<file path="config.mk">
export PLATFORM = sky130hd
export DESIGN_NAME = ysyx_24080014_mem_arbiter
export DESIGN_NICKNAME = d
export VERILOG_FILES = /design/src/rtl/ysyx_24080014_bus_pkg.sv /design/src/rtl/ysyx_24080014_arb_watchdog.sv /design/src/rtl/ysyx_24080014_mem_arbiter.sv
export SDC_FILE = /design/constraint.sdc
export NUM_CORES = 1
export LEC_CHECK = 0
export BUFFER_PORTS_ARGS = -buffer_cell sky130_fd_sc_hd__buf_4
export CAP_MARGIN = 20
export CORE_MARGIN = 8
export CORE_UTILIZATION = 41
export CTS_CLUSTER_DIAMETER = 60
export DETAILED_ROUTE_END_ITERATION = 10
export HOLD_SLACK_MARGIN = 0.12
export PLACE_DENSITY = 0.81
export SETUP_SLACK_MARGIN = 0.02
export SYNTH_ARGS = -nofsm -noshare
export SYNTH_HDL_FRONTEND = slang
export SYNTH_SLANG_ARGS = --single-unit
</file>
<file path="constraint.sdc">
create_clock -name clk -period 2.3 [get_ports clk]
set_clock_uncertainty 0.2 [all_clocks]
set_input_delay 0.46 -clock clk [delete_from_list [all_inputs] [get_ports clk]]
set_output_delay 0.46 -clock clk [all_outputs]
set_load 0.005 [all_outputs]
</file>
<file path="src/rtl/ysyx_24080014_bus_pkg.sv">
// Shared encodings for the core-side memory arbiter: FSM states, transaction
// owner, and default bus widths.
package ysyx_24080014_bus_pkg;

  localparam int DEF_ADDR_W = 32;
  localparam int DEF_DATA_W = 32;

  typedef enum logic [1:0] {
    ST_IDLE = 2'd0,
    ST_REQ  = 2'd1,
    ST_RESP = 2'd2
  } arb_state_e;

  typedef enum logic {
    OWN_IFU = 1'b0,
    OWN_LSU = 1'b1
  } arb_owner_e;

endpackage

</file>
<file path="src/rtl/ysyx_24080014_arb_watchdog.sv">
// Transaction watchdog for the memory arbiter; only instantiated when
// YSYX_24080014_ARB_TIMEOUT_EN is defined.
module ysyx_24080014_arb_watchdog #(
  parameter int TIMEOUT_CYCLES = 255
) (
  input  logic clk,
  input  logic rst,
  input  logic start,
  input  logic run,
  output logic expired
);

  localparam int RAW_W = $clog2(TIMEOUT_CYCLES + 1);
  localparam int CNT_W = (RAW_W < 8) ? 8 : RAW_W;

  logic [CNT_W-1:0] count_reg;

  // The first REQ cycle sees count 0, so the limit is hit in cycle TIMEOUT_CYCLES.
  assign expired = run && (count_reg == CNT_W'(TIMEOUT_CYCLES - 1));

  always_ff @(posedge clk) begin
    if (rst || start) begin
      count_reg <= '0;
    end else if (run && !expired) begin
      count_reg <= count_reg + 1'b1;
    end
  end

endmodule

</file>
<file path="src/rtl/ysyx_24080014_mem_arbiter.sv">
// Two-master (IFU/LSU) to one-slave memory arbiter, one transaction in flight,
// LSU has fixed priority. Optional watchdog: YSYX_24080014_ARB_TIMEOUT_EN.
module ysyx_24080014_mem_arbiter
  import ysyx_24080014_bus_pkg::*;
#(
  parameter int ADDR_W         = DEF_ADDR_W,
  parameter int DATA_W         = DEF_DATA_W,
  parameter int TIMEOUT_CYCLES = 255
) (
  input  logic                clk,
  input  logic                rst,
  input  logic                ifu_req_valid,
  output logic                ifu_req_ready,
  input  logic [ADDR_W-1:0]   ifu_addr,
  output logic                ifu_resp_valid,
  output logic [DATA_W-1:0]   ifu_rdata,
  output logic                ifu_resp_err,
  input  logic                lsu_req_valid,
  output logic                lsu_req_ready,
  input  logic                lsu_wen,
  input  logic [ADDR_W-1:0]   lsu_addr,
  input  logic [DATA_W-1:0]   lsu_wdata,
  input  logic [DATA_W/8-1:0] lsu_wmask,
  output logic                lsu_resp_valid,
  output logic [DATA_W-1:0]   lsu_rdata,
  output logic                lsu_resp_err,
  output logic                mem_req_valid,
  input  logic                mem_req_ready,
  output logic                mem_wen,
  output logic [ADDR_W-1:0]   mem_addr,
  output logic [DATA_W-1:0]   mem_wdata,
  output logic [DATA_W/8-1:0] mem_wmask,
  input  logic                mem_resp_valid,
  input  logic [DATA_W-1:0]   mem_rdata,
  input  logic                mem_resp_err
);

  localparam int MASK_W = DATA_W / 8;

  arb_state_e        state_reg, state_next;
  arb_owner_e        owner_reg, owner_next;
  logic              wen_reg, wen_next;
  logic [ADDR_W-1:0] addr_reg, addr_next;
  logic [DATA_W-1:0] wdata_reg, wdata_next;
  logic [MASK_W-1:0] wmask_reg, wmask_next;

  logic              ifu_grant, lsu_grant;
  logic              req_drive;
  logic              resp_fire;
  logic              resp_err;
  logic [DATA_W-1:0] resp_data;
  logic              timeout_hit;

`ifdef YSYX_24080014_ARB_TIMEOUT_EN
  ysyx_24080014_arb_watchdog #(
    .TIMEOUT_CYCLES(TIMEOUT_CYCLES)
  ) u_watchdog (
    .clk     (clk),
    .rst     (rst),
    .start   (ifu_grant || lsu_grant),
    .run     (state_reg != ST_IDLE),
    .expired (timeout_hit)
  );
`else
  logic timeout_unused;
  assign timeout_unused = (TIMEOUT_CYCLES != 0);
  assign timeout_hit    = 1'b0;
`endif

  always_comb begin
    state_next = state_reg;
    owner_next = owner_reg;
    wen_next   = wen_reg;
    addr_next  = addr_reg;
    wdata_next = wdata_reg;
    wmask_next = wmask_reg;
    ifu_grant  = 1'b0;
    lsu_grant  = 1'b0;
    req_drive  = 1'b0;
    resp_fire  = 1'b0;
    resp_err   = 1'b0;
    resp_data  = '0;
    case (state_reg)
      ST_IDLE: begin
        lsu_grant = lsu_req_valid;
        ifu_grant = ifu_req_valid && !lsu_req_valid;
        if (lsu_grant) begin
          owner_next = OWN_LSU;
          wen_next   = lsu_wen;
          addr_next  = lsu_addr;
          wdata_next = lsu_wdata;
          wmask_next = lsu_wmask;
          state_next = ST_REQ;
        end else if (ifu_grant) begin
          owner_next = OWN_IFU;
          wen_next   = 1'b0;
          addr_next  = ifu_addr;
          wdata_next = '0;
          wmask_next = '0;
          state_next = ST_REQ;
        end
      end
      ST_REQ: begin
        req_drive = 1'b1;
        if (timeout_hit) begin
          resp_fire  = 1'b1;
          resp_err   = 1'b1;
          state_next = ST_IDLE;
        end else if (mem_req_ready) begin
          state_next = ST_RESP;
        end
      end
      ST_RESP: begin
        // A real response wins over a watchdog expiry landing in the same cycle.
        if (mem_resp_valid) begin
          resp_fire  = 1'b1;
          resp_err   = mem_resp_err;
          resp_data  = (owner_reg == OWN_LSU && wen_reg) ? '0 : mem_rdata;
          state_next = ST_IDLE;
        end else if (timeout_hit) begin
          resp_fire  = 1'b1;
          resp_err   = 1'b1;
          state_next = ST_IDLE;
        end
      end
      default: state_next = ST_IDLE;
    endcase
  end

  always_ff @(posedge clk) begin
    if (rst) begin
      state_reg <= ST_IDLE;
      owner_reg <= OWN_IFU;
      wen_reg   <= 1'b0;
      addr_reg  <= '0;
      wdata_reg <= '0;
      wmask_reg <= '0;
    end else begin
      state_reg <= state_next;
      owner_reg <= owner_next;
      wen_reg   <= wen_next;
      addr_reg  <= addr_next;
      wdata_reg <= wdata_next;
      wmask_reg <= wmask_next;
    end
  end

  // Every output is forced low while rst is high, even before the state clears.
  assign ifu_req_ready = ifu_grant && !rst;
  assign lsu_req_ready = lsu_grant && !rst;

  assign mem_req_valid = req_drive && !rst;
  assign mem_wen       = mem_req_valid && wen_reg;
  assign mem_addr      = mem_req_valid ? addr_reg  : '0;
  assign mem_wdata     = mem_req_valid ? wdata_reg : '0;
  assign mem_wmask     = mem_req_valid ? wmask_reg : '0;

  assign ifu_resp_valid = resp_fire && (owner_reg == OWN_IFU) && !rst;
  assign ifu_rdata      = ifu_resp_valid ? resp_data : '0;
  assign ifu_resp_err   = ifu_resp_valid && resp_err;

  assign lsu_resp_valid = resp_fire && (owner_reg == OWN_LSU) && !rst;
  assign lsu_rdata      = lsu_resp_valid ? resp_data : '0;
  assign lsu_resp_err   = lsu_resp_valid && resp_err;

endmodule

</file>
==> results.cfg, run 1 <==
[run_status]
outcome = completed

[grt]
antenna_found_initial = 0
grt_max_degree = 48
grt_pass1_vias = 4285
grt_use_total_pct = 21.7
grt_overflow = 0
grt_pass1_wl_mm = 22.5

[pwr]
power.density_mw_per_mm2 = 496
comb_power_share_pct = 22.5
clockPowerShare_pct = 33.8
p_switching_w = 0.000857
p_sw_share_pct = 26.3
p_int_w = 0.00240
ir_worst_vdd_v = 0.000390
power.leakage_nw = 3.21
pwr-share-seq_pct = 43.6

[hold_path]
hold_class = in -> reg

[detailed_routing]
drc = 0
drtPass1Iterations = 4
post_drt_via_cell_ratio = 5.11
ant_nets = 0
wl_mm = 15.5
vias = 4056
post_drt_wl_per_cell_um = 19.5
drt_iter0_markers = 138

[clock_tree]
worstSkewPairLatency_ns = 0.33
clk_pin_slew_ns = 0.08
htree_levels = 3
clk_path_buf_depth = 2
numCtsBuffers = 9
root_buffer = clkbuf_8
cts_tree = done
cts_sinks = 72

[synthesis]
synth_top_family_by_area = simple AND/OR/NAND/NOR gates
synth_cell_type_count = 28
syn_inst = 402
synth_mux_area_share_pct = 8.27
synth_ff_type = dfxtp_1
synth-compound-area-share_pct = 23.3
yosys_warnings = 0
ys_seq_area_share_pct = 37.2
syn-mean-instance-area_um2 = 9.64
syn_nets = 542
syn_area_mm2 = 0.00387
ys_seq_elements = 72
synth-edff-count = 0
synth-xor-area-share_pct = 0
synth_fa_ha_area_share_pct = 0
synth-async-reset-ratio_pct = 0
synth_simple_gate_area_share_pct = 25.0

[sta]
fin_crit_sh_pct = 97.0
tns_ns = 0
timing.slew.headroom_pct = 65.0
hold_viol = 0
setup_viol = 0
fmax_ghz = 0.448
tightest_slew_ns = 0.525
slew_viol_final = 0
fin_crit_ns = 2.23
rsz0062_at_grt = yes

[die]
rows = 35
die_w_um = 113
die_y_um = 113
die-area_mm2 = 0.0128
io_pins = 280
core_area_mm2 = 0.00920
start_util_pct = 42.1

[finish]
nNetsFinal = 818
final_common_cell = buf_4
final_cell_mix = 280 x buf_4, 113 x and2_1, 69 x dfxtp_1
utilization_pct = 71.3
final_cell_count_no_fill = 794
final_layout_size_suffix_gt1_share_pct = 55.6
final.fill_count = 707
area_delta_synth_final_pct = 69.3

[worst_setup_path]
start_kind = flop
worst-path-max-fanout = 8
crit_path_end_kind = output port
required_ns = 1.64
critPathKind = reg -> out
arrival_ns = 1.57

[place]
port_buffers = 279
globalplace.congestion = 0.805
detailed_place_hpwl_mm = 11.7
place_inst = 765

[job]
max_cap_viol_count = 0
==> cells by family (layout without fill, tap and decap cells) <==
| family | count (synthesis) | count (layout) |
|---|---|---|
| AO/OA/AOI/OAI | 105 | 105 |
| buffers and inverters | 42 | 322 |
| flip-flops | 72 | 72 |
| multiplexers | 32 | 32 |
| other | 0 | 1 |
| AND/OR/NAND/NOR | 151 | 151 |
==> cells in the mapped netlist, drive strengths merged (3+ instances only) <==
master	instances	area share, %
nor2	4	0.58
and2	136	22
dfxtp	72	37
a211oi	32	10
mux2i	32	8.3
buf	23	4.3
a21oi	34	4.5
nor4	3	0.81
clkbuf	19	1.8
a22o	37	8.4
==> final cells by class <==
type,instances,area (um^2),area share [%]
sequential,72,1450,22.1
multi-input combinational,288,2300,35.1
clock buffer,10,138,2.10
clock inverter,5,81.3,1.24
timing repair buffer,307,2450,37.3
tap,111,139,2.12
antenna,1,2.50,0.0381
==> through the flow <==
step	setup WS, ns	power, W	hold WS (ns)	cell area, um^2
2_1_floorplan	0.327	0.00182	0.234	3870
3_3_place_gp	0.262	0.00213	0.247	6050
3_5_place_dp	0.217	0.00215	0.248	6050
4_1_cts	0.00840	0.00326	0.120	6350
5_1_grt	0.00264	0.00341	0.119	6560
6_report	0.0699	0.00325	0.132	6560
==> power by group through the flow <==
stage	logic (W)	clock network (W)	registers, W
floorplan	0.000399	0	0.00142
global placement	0.000683	0	0.00144
detailed placement	0.000711	0	0.00144
CTS	0.000720	0.00112	0.00142
global route	0.000791	0.00118	0.00143
finish	0.000733	0.00110	0.00142
==> worst max-delay path, cell delays in order, from the launching register on <==
cell	delay, ns
dfxtp_4	0.39
nand3_4	0.08
nor4_4	0.22
buf_6	0.16
buf_8	0.14
and2_4	0.14
buf_4	0.10
==> final timing paths <==
check                     from       endpoint  slack [ns]  depth (start not counted)
hold reg to reg   wdata_reg[4]   wdata_reg[4]        0.27                          1
setup / recovery  state_reg[1]  lsu_rdata[26]        0.07                          6
hold / removal    lsu_wmask[1]   wmask_reg[1]        0.13                          2
setup reg to reg  state_reg[1]    addr_reg[5]        0.49                          4
==> routing by layer <==
layer	GRT usage [%]	wire length, um
met5	0	0
met1	24.3	5880
met3	8.52	1460
met2	37.5	7980
met4	5.86	189
==> repair_timing <==
item,in CTS,in global routing
setup buffers,0,3
hold buffers,5,1
endpoints found under the hold margin,5,1
resized for setup,6,49
gates cloned,1,3
pin swaps,0,15
setup endpoints to repair,101,70
Power figures use the tool's default switching activity.
==> inputs of run 2 (changes only) <==
--- a/config.mk
+++ b/config.mk
@@ -5,14 +5,13 @@
 export SDC_FILE = /design/constraint.sdc
 export NUM_CORES = 1
 export LEC_CHECK = 0
-export BUFFER_PORTS_ARGS = -buffer_cell sky130_fd_sc_hd__buf_4
 export CAP_MARGIN = 20
-export CORE_MARGIN = 8
-export CORE_UTILIZATION = 41
+export CORE_AREA = 8 8 103 105
 export CTS_CLUSTER_DIAMETER = 60
 export DETAILED_ROUTE_END_ITERATION = 10
+export DIE_AREA = 0 0 111 113
+export DONT_BUFFER_PORTS = 1
 export HOLD_SLACK_MARGIN = 0.12
-export PLACE_DENSITY = 0.81
 export SETUP_SLACK_MARGIN = 0.02
 export SYNTH_ARGS = -nofsm -noshare
 export SYNTH_HDL_FRONTEND = slang
==> run 2 against run 1 <==
Critical path depth is 3 lower. Largest power group unchanged. Combinational power shrank 33%. Wire length shrank 21%. Sequential share of layout area increased by 9.4 points. Via count is 24% lower. First-iteration DRC count shrank 4.3%. Flip-flop and latch count is the same. Highest routed layer unchanged. Clock power grew 4%. Global-route usage fell by 4.0 points. Setup slack gained 0.041 ns. Hold slack improved by 0.033 ns. Register-to-register slack lost 0.18 ns.
==> results.cfg, run 2 (synthesis results as in run 1) <==
[die]
io_pins = 280
rows = 35
core_area_mm2 = 0.00898
die-area_mm2 = 0.0125
start_util_pct = 43.2
die_y_um = 113
die_w_um = 111

[worst_setup_path]
r2r_cells = 4
path_cells = nor3b_4 > buf_4 > and2_1
critPathKind = reg -> out
r2r-start = state_reg[0]
arrival_ns = 1.53
slowest_delay_ns = 0.44
crit_path_end_kind = output port
worst-path-max-fanout = 27
r2r_slack_ns = 0.31
cp_slowest_cell = dfxtp_2
start_kind = flop
required_ns = 1.64
worstReg2RegEnd = wdata_reg[1]

[sta]
fmax_ghz = 0.457
rsz0062_at_grt = yes
fin_crit_sh_pct = 95.2
slew_viol_final = 0
setup_viol = 0
tns_ns = 0
hold_slack_ns = 0.165
timing.slew.headroom_pct = 34.4
tightest_slew_ns = 0.981
hold_viol = 0
fin_crit_ns = 2.19

[grt]
grt_pass1_wl_mm = 18.5
grt_overflow = 0
antenna_found_initial = 0
grt_pass1_vias = 3165
grt_max_degree = 44
grt_use_total_pct = 17.7

[clock_tree]
root_buffer = clkbuf_8
clk_pin_slew_ns = 0.08
worstSkewPairLatency_ns = 0.33
numCtsBuffers = 9
cts_sinks = 72
clk_path_buf_depth = 2
htree_levels = 3
post-cts-setup-buffers = 0
cts_tree = done

[hold_path]
worstHoldStart = mem_resp_valid
whs_path_depth = 3
hold_path_end = state_reg[1]
hold_class = in -> reg

[run_status]
outcome = completed

[detailed_routing]
vias = 3071
wl_mm = 12.2
post_drt_via_cell_ratio = 5.70
drtPass1Iterations = 4
post_drt_wl_per_cell_um = 22.7
drt_iter0_markers = 132
drc = 0
ant_nets = 0

[finish]
nNetsFinal = 563
final_cell_mix = 135 x and2_1, 70 x dfxtp_1, 38 x dlygate4sd3_1
antenna_cells = 0
area_delta_synth_final_pct = 18.0
final_layout_size_suffix_gt1_share_pct = 16.1
final_common_cell = and2_1
final_cell_count_no_fill = 539
utilization_pct = 51.0

[pwr]
power.density_mw_per_mm2 = 666
ir_worst_vdd_v = 0.000354
power.leakage_nw = 1.83

[place]
globalplace.congestion = 0.734
detailed_place_hpwl_mm = 8.82
port_buffers = 0
place_inst = 483

[job]
max_cap_viol_count = 0
==> run 2: cell count changes in the layout (fill, tap and decap cells not counted), moves of 2 or more <==
cell           delta
and2_1           +22
and2_4           -22
buf_4           -272
buf_6            -12
dfxtp_2           +2
dfxtp_4           -3
dlygate4sd3_1    +32
inv_6             +2
==> run 2: worst max-delay path by stage <==
| stage | from | end | slack (ns) | cells past startpoint |
|---|---|---|---|---|
| floorplan | rst | lsu_rdata[10] | 0.33 | 4 |
| global placement | state_reg[0] | wdata_reg[18] | 0.26 | 4 |
| detailed placement | state_reg[0] | wdata_reg[7] | 0.20 | 4 |
| CTS | state_reg[1] | lsu_rdata[21] | 0.08 | 4 |
| global route | state_reg[0] | mem_addr[24] | -0.02 | 3 |
| finish | state_reg[0] | mem_addr[24] | 0.11 | 3 |
==> run 2: final cells by class <==
type                       count  area (um^2)
sequential                    72         1440
clock buffer                  10          138
multi-input combinational    288         2230
fill                         815         4400
tap                          111          139
clock inverter                 6         90.1
timing repair buffer          52          529
==> run 2: metal layers <==
metal	global-route usage (%)	up-vias	part of all wire (%)
met1	21.8	1443	42
li1	-	1439	-
met5	0	-	0
met2	27.5	176	47
met3	7.51	13	9.9
met4	5.32	0	1.1
==> run 2: where the power goes <==
group / internal, W / switching [W] / total [W]
clock: 0.000646 / 0.000489 / 0.00114
sequential: 0.00136 / 0.0000605 / 0.00142
combinational: 0.000236 / 0.000255 / 0.000491
total: 0.00224 / 0.000804 / 0.00305
==> run 2: worst max-delay path: cells and delay by family, from the launching register on <==
kind	cells	cell delay (ns)
and+or+nand+nor	2	0.47
DFF	1	0.44
buffers and inverters	1	0.28
==> run 2: timing repair <==
item	CTS	global route
gates resized for setup	2	8
endpoints found under the hold margin	71	0
cloned	0	1
setup endpoints to repair	43	70
hold buffers	39	0
==> run 2: stage by stage <==
stage	worst slack [ns]	instance area (um^2)	total power, W
3_5_place_dp	0.199	3910	0.00187
3_3_place_gp	0.262	3910	0.00185
5_1_grt	-0.0232	4570	0.00320
4_1_cts	0.0772	4540	0.00308
6_report	0.111	4570	0.00305
2_1_floorplan	0.327	3870	0.00182
